--- src/rtl/logic_op_pkg.sv ---
// Shared opcode encodings for the bitwise logic unit and its arbiter.
package logic_op_pkg;

  localparam int unsigned OP_W = 2;

  localparam logic [OP_W-1:0] OP_AND = 2'b00;
  localparam logic [OP_W-1:0] OP_OR  = 2'b01;
  localparam logic [OP_W-1:0] OP_NOT = 2'b10;
  localparam logic [OP_W-1:0] OP_XOR = 2'b11;

endpackage

--- src/rtl/logic_vec_unit.sv ---
// Combinational DATA_W-bit bitwise unit: AND, OR, NOT (of a), XOR.
module logic_vec_unit
  import logic_op_pkg::*;
#(
  parameter int unsigned DATA_W = 8
) (
  input  logic [OP_W-1:0]   op,
  input  logic [DATA_W-1:0] a,
  input  logic [DATA_W-1:0] b,
  output logic [DATA_W-1:0] y
);

  always_comb begin
    y = '0;
    case (op)
      OP_AND:  y = a & b;
      OP_OR:   y = a | b;
      OP_NOT:  y = ~a;
      OP_XOR:  y = a ^ b;
      default: y = '0;
    endcase
  end

endmodule

--- src/rtl/logic_op_arbiter.sv ---
// Round-robin arbiter sharing one registered bitwise logic unit among NUM_REQ
// valid/ready requesters, with a single backpressured result register.
module logic_op_arbiter
  import logic_op_pkg::*;
#(
  parameter int unsigned NUM_REQ = 4,
  parameter int unsigned DATA_W  = 8,
  parameter int unsigned ID_W    = 2,
  parameter int unsigned CNT_W   = 16
) (
  input  logic                      clk_in,
  input  logic                      rst_n_in,
  input  logic [NUM_REQ-1:0]        req_valid_in,
  output logic [NUM_REQ-1:0]        req_ready_out,
  input  logic [OP_W*NUM_REQ-1:0]   req_op_in,
  input  logic [DATA_W*NUM_REQ-1:0] req_a_in,
  input  logic [DATA_W*NUM_REQ-1:0] req_b_in,
  output logic                      res_valid_out,
  input  logic                      res_ready_in,
  output logic [DATA_W-1:0]         res_data_out,
  output logic [ID_W-1:0]           res_id_out,
  output logic [OP_W-1:0]           res_op_out,
  output logic [CNT_W-1:0]          xfer_count_out
);

  logic [ID_W-1:0]    ptr;
  logic [ID_W-1:0]    nxt_ptr;
  logic [ID_W-1:0]    gnt_id;
  logic [NUM_REQ-1:0] gnt;
  logic               found;
  logic               can_accept;
  logic               xfer;
  logic [OP_W-1:0]    sel_op;
  logic [DATA_W-1:0]  sel_a;
  logic [DATA_W-1:0]  sel_b;
  logic [DATA_W-1:0]  unit_y;
  int unsigned        idx;

  assign can_accept = !res_valid_out || res_ready_in;

  // Search starts at ptr and wraps; operands of the winner are muxed alongside
  // but never influence the grant itself.
  always_comb begin
    gnt     = '0;
    gnt_id  = '0;
    nxt_ptr = '0;
    sel_op  = '0;
    sel_a   = '0;
    sel_b   = '0;
    found   = 1'b0;
    idx     = 0;
    for (int unsigned k = 0; k < NUM_REQ; k++) begin
      idx = (k + 32'(ptr)) % NUM_REQ;
      if (!found && req_valid_in[idx]) begin
        found    = 1'b1;
        gnt[idx] = 1'b1;
        gnt_id   = ID_W'(idx);
        nxt_ptr  = ID_W'((idx + 1) % NUM_REQ);
        sel_op   = req_op_in[idx*OP_W +: OP_W];
        sel_a    = req_a_in[idx*DATA_W +: DATA_W];
        sel_b    = req_b_in[idx*DATA_W +: DATA_W];
      end
    end
    if (!(can_accept && rst_n_in)) gnt = '0;
  end

  assign req_ready_out = gnt;
  assign xfer          = |gnt;

  logic_vec_unit #(
    .DATA_W(DATA_W)
  ) u_unit (
    .op(sel_op),
    .a (sel_a),
    .b (sel_b),
    .y (unit_y)
  );

  always_ff @(posedge clk_in or negedge rst_n_in) begin
    if (!rst_n_in) begin
      ptr            <= '0;
      res_valid_out  <= 1'b0;
      res_data_out   <= '0;
      res_id_out     <= '0;
      res_op_out     <= '0;
      xfer_count_out <= '0;
    end else if (xfer) begin
      ptr            <= nxt_ptr;
      res_valid_out  <= 1'b1;
      res_data_out   <= unit_y;
      res_id_out     <= gnt_id;
      res_op_out     <= sel_op;
      xfer_count_out <= xfer_count_out + 1'b1;
    end else if (res_ready_in) begin
      res_valid_out  <= 1'b0;
    end
  end

endmodule

--- config.mk ---
export PLATFORM = sky130hd
export DESIGN_NAME = logic_op_arbiter
export DESIGN_NICKNAME = d
export VERILOG_FILES = /design/src/rtl/logic_op_pkg.sv /design/src/rtl/logic_vec_unit.sv /design/src/rtl/logic_op_arbiter.sv
export SDC_FILE = /design/constraint.sdc
export NUM_CORES = 1
export LEC_CHECK = 0
export CAP_MARGIN = 0
export CORE_MARGIN = 2
export CORE_UTILIZATION = 51
export DETAILED_ROUTE_END_ITERATION = 7
export HOLD_SLACK_MARGIN = 0.06
export PLACE_DENSITY_LB_ADDON = 0.05
export SLEW_MARGIN = 40
export SYNTH_ARGS = -nofsm -noshare
export SYNTH_HDL_FRONTEND = slang
export SYNTH_HIERARCHICAL = 1
export SYNTH_SLANG_ARGS = --single-unit
--- constraint.sdc ---
create_clock -name clk_in -period 4.87 [get_ports clk_in]
set_input_delay 0.487 -clock clk_in [delete_from_list [all_inputs] [get_ports clk_in]]
set_output_delay 0.487 -clock clk_in [all_outputs]
set_load 0.01 [all_outputs]
* Word-level counts from Yosys, hierarchy flattened
Index checks and enable logic that the tools add are counted.
** Cells by class
- Add/subtract/negate cells :: 7
- Magnitude comparators :: 8
- Equality and inequality tests :: 3
- Shift operators :: 12
- Muxes and demuxes :: 47
- Bitwise gates (word level) :: 7
- Reductions and logical operators :: 16
** Operators by type and width (count)
- 32-bit by 6-bit indexed part select with 8-bit output :: 8
- 8-bit 2-to-1 mux :: 8
- 8-bit one-hot mux with 4 select lines :: 1
- 8-bit by 4-bit indexed part select with 2-bit output :: 4
- 2-bit 2-to-1 mux :: 12
- 4-bit 2-to-1 mux :: 5
- 16-bit by 1-bit adder with 16-bit output, second input constant :: 1
- 1-bit 2-to-1 mux :: 13
- 2-bit by 3-bit < comparator with 1-bit output, second input constant :: 4
- 4-bit OR :: 3
- 8-bit bitwise AND :: 1
- 1-bit binary-select mux with 2-bit select :: 4
- 1-bit demux with 2-bit select :: 4
- 2-bit by 1-bit greater-or-equal comparator with 1-bit output, second input constant :: 4
- 1-bit logical AND :: 8
- 8-bit inverter :: 1
- 8-bit OR :: 1
- 8-bit XOR :: 1
- 2-bit by 1-bit adder with 2-bit output, second input constant :: 3
- 2-bit adder, first input constant :: 2
- 2-bit == test, second input constant :: 2
- 1-bit logical NOT :: 4
- 4-bit OR reduction :: 1
- 1-bit by 2-bit adder with 2-bit output, first input constant :: 1
- 4 further kinds :: 4
** Storage, ports and cells
- Bits in registers :: 31
- Input bits :: 79
- Output and inout bits :: 33
- Logic and storage cells :: 106

* Depth between registers and ports, before layout
Gate-level depths: netlist of the first run.
- Depth after elaboration :: 15
- Depth in mapped cells :: 18
- Gate-level depth less buffers :: 12

* Cells and area by module
Netlist of the first run, hierarchy kept.
** By module, submodules not included
- logic_op_arbiter :: times used 1, cells each 379, area each 3888.7 sq um, seq. area each 775.7 sq um
- logic_vec_unit :: times used 1, cells each 50, area each 486.7 sq um, seq. area each 0.0 sq um

* Least setup slack after synthesis of the first run
OpenSTA, ideal clock, no wires.
- Path kind :: register -> register
- Start point :: register ptr[0]
- End point :: register res_data_out[1]
- Library setup time :: 0.125 ns
- Arrival time :: 4.370 ns
- Required time :: 4.745 ns
- Slack :: 0.375 ns
- Cell stages (with the launch flop) :: 17
- Buffers on the path :: 7
- Period minus slack after synthesis :: 4.495 ns
- Cell sequence :: dfrtp_1 buf_2 buf_2 buf_2 inv_1 ha_1 buf_6 buf_1 clkbuf_1 clkbuf_1 mux4_2 a22oi_1 nand2_1 inv_1 ha_1 mux4_2 mux2_4
** On the way
- Longest elaborated chain between the ends :: 14
- Elaborated cells on any way between the ends :: 82
- Classes of those cells :: 3 x add/sub; 8 x order compare; 3 x eq/ne; 12 x shift; 37 x mux; 7 x bitwise; 12 x reduce/logical
** Ends and longest elaborated chain
- start, declared :: RTL line logic_op_arbiter.sv:26 : logic [ID_W-1:0] ptr;
- start signal, assigned :: RTL line logic_op_arbiter.sv:88 : ptr <= nxt_ptr;
- branches (longest 11 deep; another with 1-bit by 2-bit adder with 2-bit output)
- 8-bit 2-to-1 mux * :: RTL line logic_op_arbiter.sv:54 : if (!found && req_valid_in[idx]) begin
- named net sel_a[1] :: RTL line logic_op_arbiter.sv:34 : logic [DATA_W-1:0] sel_a;
- 8-bit XOR (tied with other cells) :: RTL line logic_vec_unit.sv:19 : OP_XOR: y = a ^ b;
- 8-bit one-hot mux with 4 select lines * :: RTL line logic_vec_unit.sv:15 : case (op)
- named net unit_y[1] :: RTL line logic_op_arbiter.sv:36 : logic [DATA_W-1:0] unit_y;
- end signal, assigned :: RTL line logic_op_arbiter.sv:90 : res_data_out <= unit_y;
- end, declared :: RTL line logic_op_arbiter.sv:20 : output logic [DATA_W-1:0] res_data_out,
Mark *: on every way through the listed nets, which the timed path passes. The select of a mux whose other input is x is not followed.
A chain may end at the register's enable or synchronous reset.

* Worst setup path in the final report of the first run
- Start point :: register ptr[0]
- End point :: register res_op_out[0]
** On the way
- Longest elaborated chain between the ends :: 14
- Elaborated cells on any way between the ends :: 57
- Classes of those cells :: 3 x add/sub; 8 x order compare; 4 x shift; 28 x mux; 3 x bitwise; 11 x reduce/logical
** Ends and longest elaborated chain
- branches (longest 14 deep; another with 2-bit by 3-bit < comparator with 1-bit output)
- end signal, assigned :: RTL line logic_op_arbiter.sv:92 : res_op_out <= sel_op;
- end, declared :: RTL line logic_op_arbiter.sv:22 : output logic [OP_W-1:0] res_op_out,
Several ways; the timed one is not identified. The select of a mux whose other input is x is not followed.

==> flow_summary.json, run 1 <==
{
  "start_util": 0.530,
  "grt.total_usage": 0.239,
  "core_um2": 8260,
  "max_cap_viol_count": 0,
  "cts.sinks": 31,
  "min-delay-path-class": "reg -> reg",
  "crit_required_ns": 5.03,
  "routed_wl_um": 11200,
  "final-instance-count-excl-fill": 622,
  "yosys.area_share.xor_xnor": 0.0320,
  "cp-start-kind": "flip-flop",
  "synth_fa_ha_area_frac": 0.0658,
  "clock_path_buffers": 2,
  "worst_pin_slew_ns": 0.714,
  "die_h_um": 96.6,
  "yosysSeqAreaShare": 0.177,
  "relSlewSlack": 0.524,
  "synth.cell_area_um2": 4380,
  "cts_tree": "done",
  "grtUsageMet1": 0.364,
  "status": "finished clean",
  "num_rows": 33,
  "period_needed_ns": 4.32,
  "synthSimpleGateAreaFrac": 0.0738,
  "via_per_inst": 6.30,
  "worstSetupPathType": "reg -> reg",
  "cp-end-kind": "flip-flop",
  "grt_pass1_vias": 3905,
  "grt_pass1_wl_um": 18900,
  "clk_pin_slew_worst_paths_ns": 0.08,
  "use_met3": 0.0202,
  "setup_violations": 0,
  "finalNetCount": 618,
  "arrival_ns": 4.48,
  "holdBufCountCts": 0,
  "avgSynthCellArea_um2": 10.2,
  "fmax_ghz": 0.232,
  "antennaDiodeCount": 0,
  "grt_max_degree": 67,
  "cts_resized": 0,
  "drtIter0Drc": 203,
  "dpl-instance-area_um2": 5520,
  "finalSetupTns_ns": 0,
  "grt_setup_unrepaired": "false",
  "cpPeakStageDelay_ns": 0.71,
  "drc": 0,
  "finalClockSkew_ns": 0.0146,
  "synth_seq_cells": 31,
  "die_w_um": 96.6,
  "synthMuxAreaShare": 0.383,
  "cts-buffers-inserted": 5,
  "ys.flop_type": "dfrtp_1",
  "p_leak_nw": 2.23,
  "min-delay-start": "xfer_count_out[15]",
  "timing.rr.start": "ptr[0]",
  "worstSkewPairLatency_ns": 0.29,
  "peakVddDrop_uv": 731,
  "port_buffers": 111,
  "dp_hpwl_um": 8480,
  "dp.cells": 614,
  "grt-ovfl-total": 0,
  "wire_per_inst_um": 18.0,
  "slew_viol_final": 0,
  "worst-path-max-fanout": 26,
  "dieArea_um2": 9340,
  "via_count": 3919,
  "synth_cells": 429,
  "syn_nets": 531,
  "hold_viol": 0,
  "drive_gt1_frac": 0.178,
  "crit_start": "ptr[0]",
  "power_density_nw_per_um2": 725,
  "yosysWarnings": 6,
  "cp_slowest_cell": "o21ai_4",
  "met2_usage": 0.381,
  "antenna_found_initial": 0,
  "ctsHtreeMaxLevel": 2,
  "detail_route.first_pass.iterations": 5,
  "cts.root.buffer_cell": "clkbuf_8",
  "synth_edf_count": 0,
  "gr-max-usage-layer": "met2",
  "ys_types": 50,
  "post-cts-setup-buffers": 0,
  "synthArstFlopShare": 1.00,
  "synth_compound_area_frac": 0.199,
  "fin_area_um2": 5630,
  "top_level_ports": 112,
  "cp_cell_sequence": "inv_1, ha_2, mux4_2, nor2b_2, buf_4, a22oi_1, nand4_1, o21ai_4, mux2_2",
  "fin_crit_sh": 0.886,
  "place.gp.congestion": 0.838,
  "synth_top_family_by_area": "multiplexers",
  "area_delta_synth_final_pct": 28.7,
  "hold_slack_ns": 0.485,
  "antenna_left": 0
}
## cell families (layout without fill, tap and decap cells)
group,count (synthesis),count (layout)
flops,31,31
mux,104,104
compound gates,119,119
simple gates,67,67
fa+ha+maj,23,23
buf+inv,69,157
xor+xnor,16,16
## per-layer routing
layer	up-vias	part of all wire
met5	-	0
met4	0	0.0053
met3	5	0.044
met2	112	0.47
met1	1936	0.48
li1	1866	-
## where the power goes
part | switching [mW] | total, mW | internal [mW]
clock | 0.105 | 0.257 | 0.152
sequential | 0.112 | 0.472 | 0.360
combinational | 1.65 | 3.35 | 1.70
## state kept, by name (all words and copies together) (netlist names)
register	count
res_op_out	2
res_id_out	2
xfer_count_out	16
res_data_out	8
res_valid_out	1
ptr	2
## worst paths after layout
| check | end | cells after the start | slack (ns) |
|---|---|---|---|
| worst min-delay path | xfer_count_out[15] | 1 | 0.48 |
| worst max register to register | res_op_out[0] | 9 | 0.55 |
| min in group asynchronous | xfer_count_out[14] | 2 | 0.59 |
| worst min register to register | xfer_count_out[15] | 1 | 0.48 |
| worst max-delay path | res_op_out[0] | 9 | 0.55 |
| max in group asynchronous | ptr[0] | 2 | 3.95 |
## through the flow
stage          worst slack, ns  power [mW]  utilization
4_1_cts                  0.541        4.10        0.682
3_5_place_dp             0.592        3.83        0.668
3_3_place_gp             0.634        3.72        0.668
5_1_grt                  0.167        4.45        0.682
6_report                 0.554        4.08        0.682
2_1_floorplan            0.375        3.07            -
## area by class of cell
type / count / area, um2
fill: 681 / 2630
multi-input combinational: 329 / 3320
inverter: 29 / 109
sequential: 31 / 779
timing repair buffer: 120 / 1180
tap: 105 / 131
clock inverter: 3 / 43.8
clock buffer: 5 / 68.8
## synthesized netlist by cell type, types with 7 or more instances
cell type / instances / area [um2]
o221ai_1: 16 / 140
a22oi_1: 18 / 135
mux2i_1: 40 / 400
nand2_1: 26 / 97.6
o21ai_0: 31 / 155
mux4_2: 47 / 1060
nor2_1: 14 / 52.6
xnor2_1: 14 / 123
mux2_2: 10 / 113
dfrtp_1: 31 / 776
clkbuf_1: 18 / 67.6
ha_1: 23 / 288
mux2_4: 7 / 105
o22ai_1: 16 / 100
inv_1: 29 / 109
buf_2: 11 / 55.1
## cell usage in the layout, fill, tap and decap left out, types with 4 or more instances in the layout
cell | netlist | routed
o211ai_1 | 6 | 6
o221ai_1 | 16 | 16
buf_4 | 1 | 8
mux2i_1 | 40 | 39
o21ai_0 | 31 | 30
clkdlybuf4s50_1 | 0 | 111
and3_1 | 4 | 4
mux2_4 | 7 | 7
xnor2_1 | 14 | 14
dfrtp_1 | 31 | 30
a22oi_1 | 18 | 18
mux2_2 | 10 | 10
a21oi_1 | 6 | 6
clkbuf_8 | 0 | 5
ha_1 | 23 | 22
o22ai_1 | 16 | 16
nand3_1 | 6 | 6
inv_1 | 29 | 29
mux4_2 | 47 | 47
nand2_1 | 26 | 26
a211oi_1 | 6 | 6
nor2_1 | 14 | 14
## critical path, delay by kind of cell, from the launching register on
family	cells	cell delay, ns
buffers and inverters	2	0.39
AO/OA/AOI/OAI	2	0.97
flip-flops	1	0.64
multiplexers	2	1.01
adder cells (fa/ha/maj)	1	0.47
AND/OR/NAND/NOR	2	0.70
No activity file was read; power rests on OpenSTA's default activity.
==> run 2, diff against run 1 <==
--- a/config.mk
+++ b/config.mk
@@ -7,8 +7,10 @@
 export LEC_CHECK = 0
 export CAP_MARGIN = 0
 export CORE_MARGIN = 2
-export CORE_UTILIZATION = 51
+export CORE_UTILIZATION = 52
+export CTS_BUF_LIST = sky130_fd_sc_hd__clkbuf_4
 export DETAILED_ROUTE_END_ITERATION = 7
+export GPL_TIMING_DRIVEN = 0
 export HOLD_SLACK_MARGIN = 0.06
 export PLACE_DENSITY_LB_ADDON = 0.05
 export SLEW_MARGIN = 40
==> run 2 against run 1 <==
Count of clock-buffer cells in the layout is the same. Die area shrank 1.8%. Setup slack lost 0.32 ns. Clock power shrank 19%. Combinational power grew 7.5%. Non-clock buffer count grew 30. Sequential cell count is the same. Register-to-register slack lost 0.32 ns. Final area grew 1.4%. Sequential share of layout area shrank 0.23 points. Largest cell class unchanged. Largest power group unchanged. Highest routed layer unchanged.
==> flow_summary.json, run 2 (synthesized netlist as in run 1, its figures left out) <==
{
  "status": "finished clean",
  "via_count": 4225,
  "arrival_ns": 4.88,
  "finalSetupTns_ns": 0,
  "antenna_found_initial": 0,
  "endpoint": "res_data_out[4]",
  "crit_family": "multiplexers",
  "drc": 0,
  "detail_route.first_pass.iterations": 6,
  "grt_pass1_wl_um": 19600,
  "min-delay-path-class": "in -> async",
  "fmax_ghz": 0.216,
  "swShare": 0.473,
  "die_w_um": 95.7,
  "holdBufCountCts": 0,
  "hold_viol": 0,
  "setup_violations": 0,
  "wire_per_inst_um": 19.3,
  "clk_pin_slew_worst_paths_ns": 0.12,
  "largest_register": "xfer_count_out",
  "cp_cell_sequence": "clkbuf_1, inv_1, ha_1, buf_6, mux4_2, or3b_1, buf_2, clkbuf_1, o22ai_1, o21ai_0, nand2_1, inv_1, ha_1, mux4_2, mux2_4",
  "grt_pass1_vias": 4109,
  "antenna_left": 0,
  "cp_num_cells": 15,
  "final_common_cell": "clkdlybuf4s50_1",
  "cts-buffers-inserted": 5,
  "top_level_ports": 112,
  "power_density_nw_per_um2": 743,
  "core_um2": 8180,
  "worst_pin_slew_ns": 0.867,
  "grt.total_usage": 0.273,
  "area_delta_synth_final_pct": 30.5,
  "dp_hpwl_um": 9850,
  "finalNetCount": 648,
  "post-cts-setup-buffers": 0,
  "pwr-share-seq": 0.103,
  "dieArea_um2": 9160,
  "most-common-layout-cells": "clkdlybuf4s50_1 (110), mux4_2 (47), mux2i_1 (39)",
  "worstSkewPairLatency_ns": 0.36,
  "routed_wl_um": 12600,
  "grt_setup_unrepaired": "false",
  "timing.rr.start": "ptr[1]",
  "cts.sinks": 31,
  "die_h_um": 95.7,
  "start_util": 0.535,
  "worstReg2RegEnd": "res_data_out[4]",
  "clock_path_buffers": 2,
  "worstSetupPathType": "reg -> reg",
  "period_needed_ns": 4.63,
  "relSlewSlack": 0.422,
  "largest_register_ffs": 16,
  "reg_top3": "xfer_count_out (16), res_data_out (8)",
  "p_leak_nw": 2.29,
  "cp-end-kind": "flip-flop",
  "ctsHtreeMaxLevel": 2,
  "grt_max_degree": 34,
  "slew_viol_final": 0,
  "internal_power_mw": 2.24,
  "p_comb_frac": 0.848,
  "cts.root.buffer_cell": "clkbuf_4",
  "rr_worst_depth": 15,
  "finalClockSkew_ns": 0.0206,
  "place.gp.congestion": 0.922,
  "critPathBufInv": 6,
  "crit_required_ns": 5.11,
  "drive_gt1_frac": 0.190,
  "peakVddDrop_uv": 351,
  "reg2reg_setup_slack_ns": 0.24,
  "cp-start-kind": "flip-flop",
  "cp_slowest_cell": "mux4_2",
  "cts_resized": 5,
  "num_rows": 33,
  "worst-path-max-fanout": 10,
  "grt-ovfl-total": 0,
  "drtIter0Drc": 255,
  "antennaDiodeCount": 0,
  "clock_power_share": 0.049,
  "cts_tree": "done",
  "cpPeakStageDelay_ns": 0.59,
  "via_per_inst": 6.48,
  "total_power_mw": 4.24,
  "crit_start": "ptr[1]",
  "port_buffers": 111,
  "max_cap_viol_count": 0,
  "p_sw_mw": 2.01,
  "fin_crit_sh": 0.952
}
[run 2: how the worst min path moves through the flow]
stage                             startpoint                 end  cells after the start
after CTS                           rst_n_in   xfer_count_out[9]                      1
after detailed placement  xfer_count_out[15]  xfer_count_out[15]                      1
after global placement    xfer_count_out[15]  xfer_count_out[15]                      1
final                               rst_n_in  xfer_count_out[14]                      1
after floorplan                     rst_n_in              ptr[0]                      0
after global routing                rst_n_in  xfer_count_out[10]                      1
[run 2: through the flow]
step	cells	hold WS [ns]	area, um2	utilization	worst slack (ns)
finish	652	0.159	5710	0.698	0.236
global route	652	0.219	5710	0.698	0.0371
CTS	653	0.178	5710	0.698	0.00818
detailed placement	645	0.483	5620	0.687	-0.627
global placement	645	0.461	5620	0.687	-0.539
floorplan	429	0.191	4380	-	0.375
[run 2: final cells by class]
cell class                 count  area [um2]
tap                          105         131
timing repair buffer         111        1110
buffer                        39         201
fill                         634        2470
clock inverter                 3        43.8
clock buffer                   5        37.5
multi-input combinational    329        3300
inverter                      29         109
sequential                    31         777
[run 2: per-layer routing]
layer  wire (um)  vias up  global-route usage
met1        5310     2071               0.372
met4         159        0              0.0964
met5           0        -                   0
met2        6260      203               0.459
met3         849       21              0.0227
li1            -     1930                   -
[run 2: power groups by stage]
stage	sequential [mW]	clock, mW	combinational (mW)
final	0.438	0.209	3.60
after detailed placement	0.443	0	3.55
after global routing	0.450	0.223	3.89
after CTS	0.438	0.209	3.57
after global placement	0.437	0	3.41
after floorplan	0.460	0	2.61
[run 2: worst register-to-register path: cells and delay by family, from the launching register on]
family	cells	cell delay [ns]
adders and majority gates	2	0.64
muxes	3	1.34
AOI/OAI and AO/OA	2	0.33
and+or+nand+nor	2	0.52
DFF	1	0.41
buffers and inverters	6	1.27
==> run 3, diff against run 2 <==
--- a/config.mk
+++ b/config.mk
@@ -13,6 +13,7 @@
 export GPL_TIMING_DRIVEN = 0
 export HOLD_SLACK_MARGIN = 0.06
 export PLACE_DENSITY_LB_ADDON = 0.05
+export SKIP_LAST_GASP = 1
 export SLEW_MARGIN = 40
 export SYNTH_ARGS = -nofsm -noshare
 export SYNTH_HDL_FRONTEND = slang
==> results of run 3 <==
The final DEF is identical to that of run 2; final timing and power are the same.
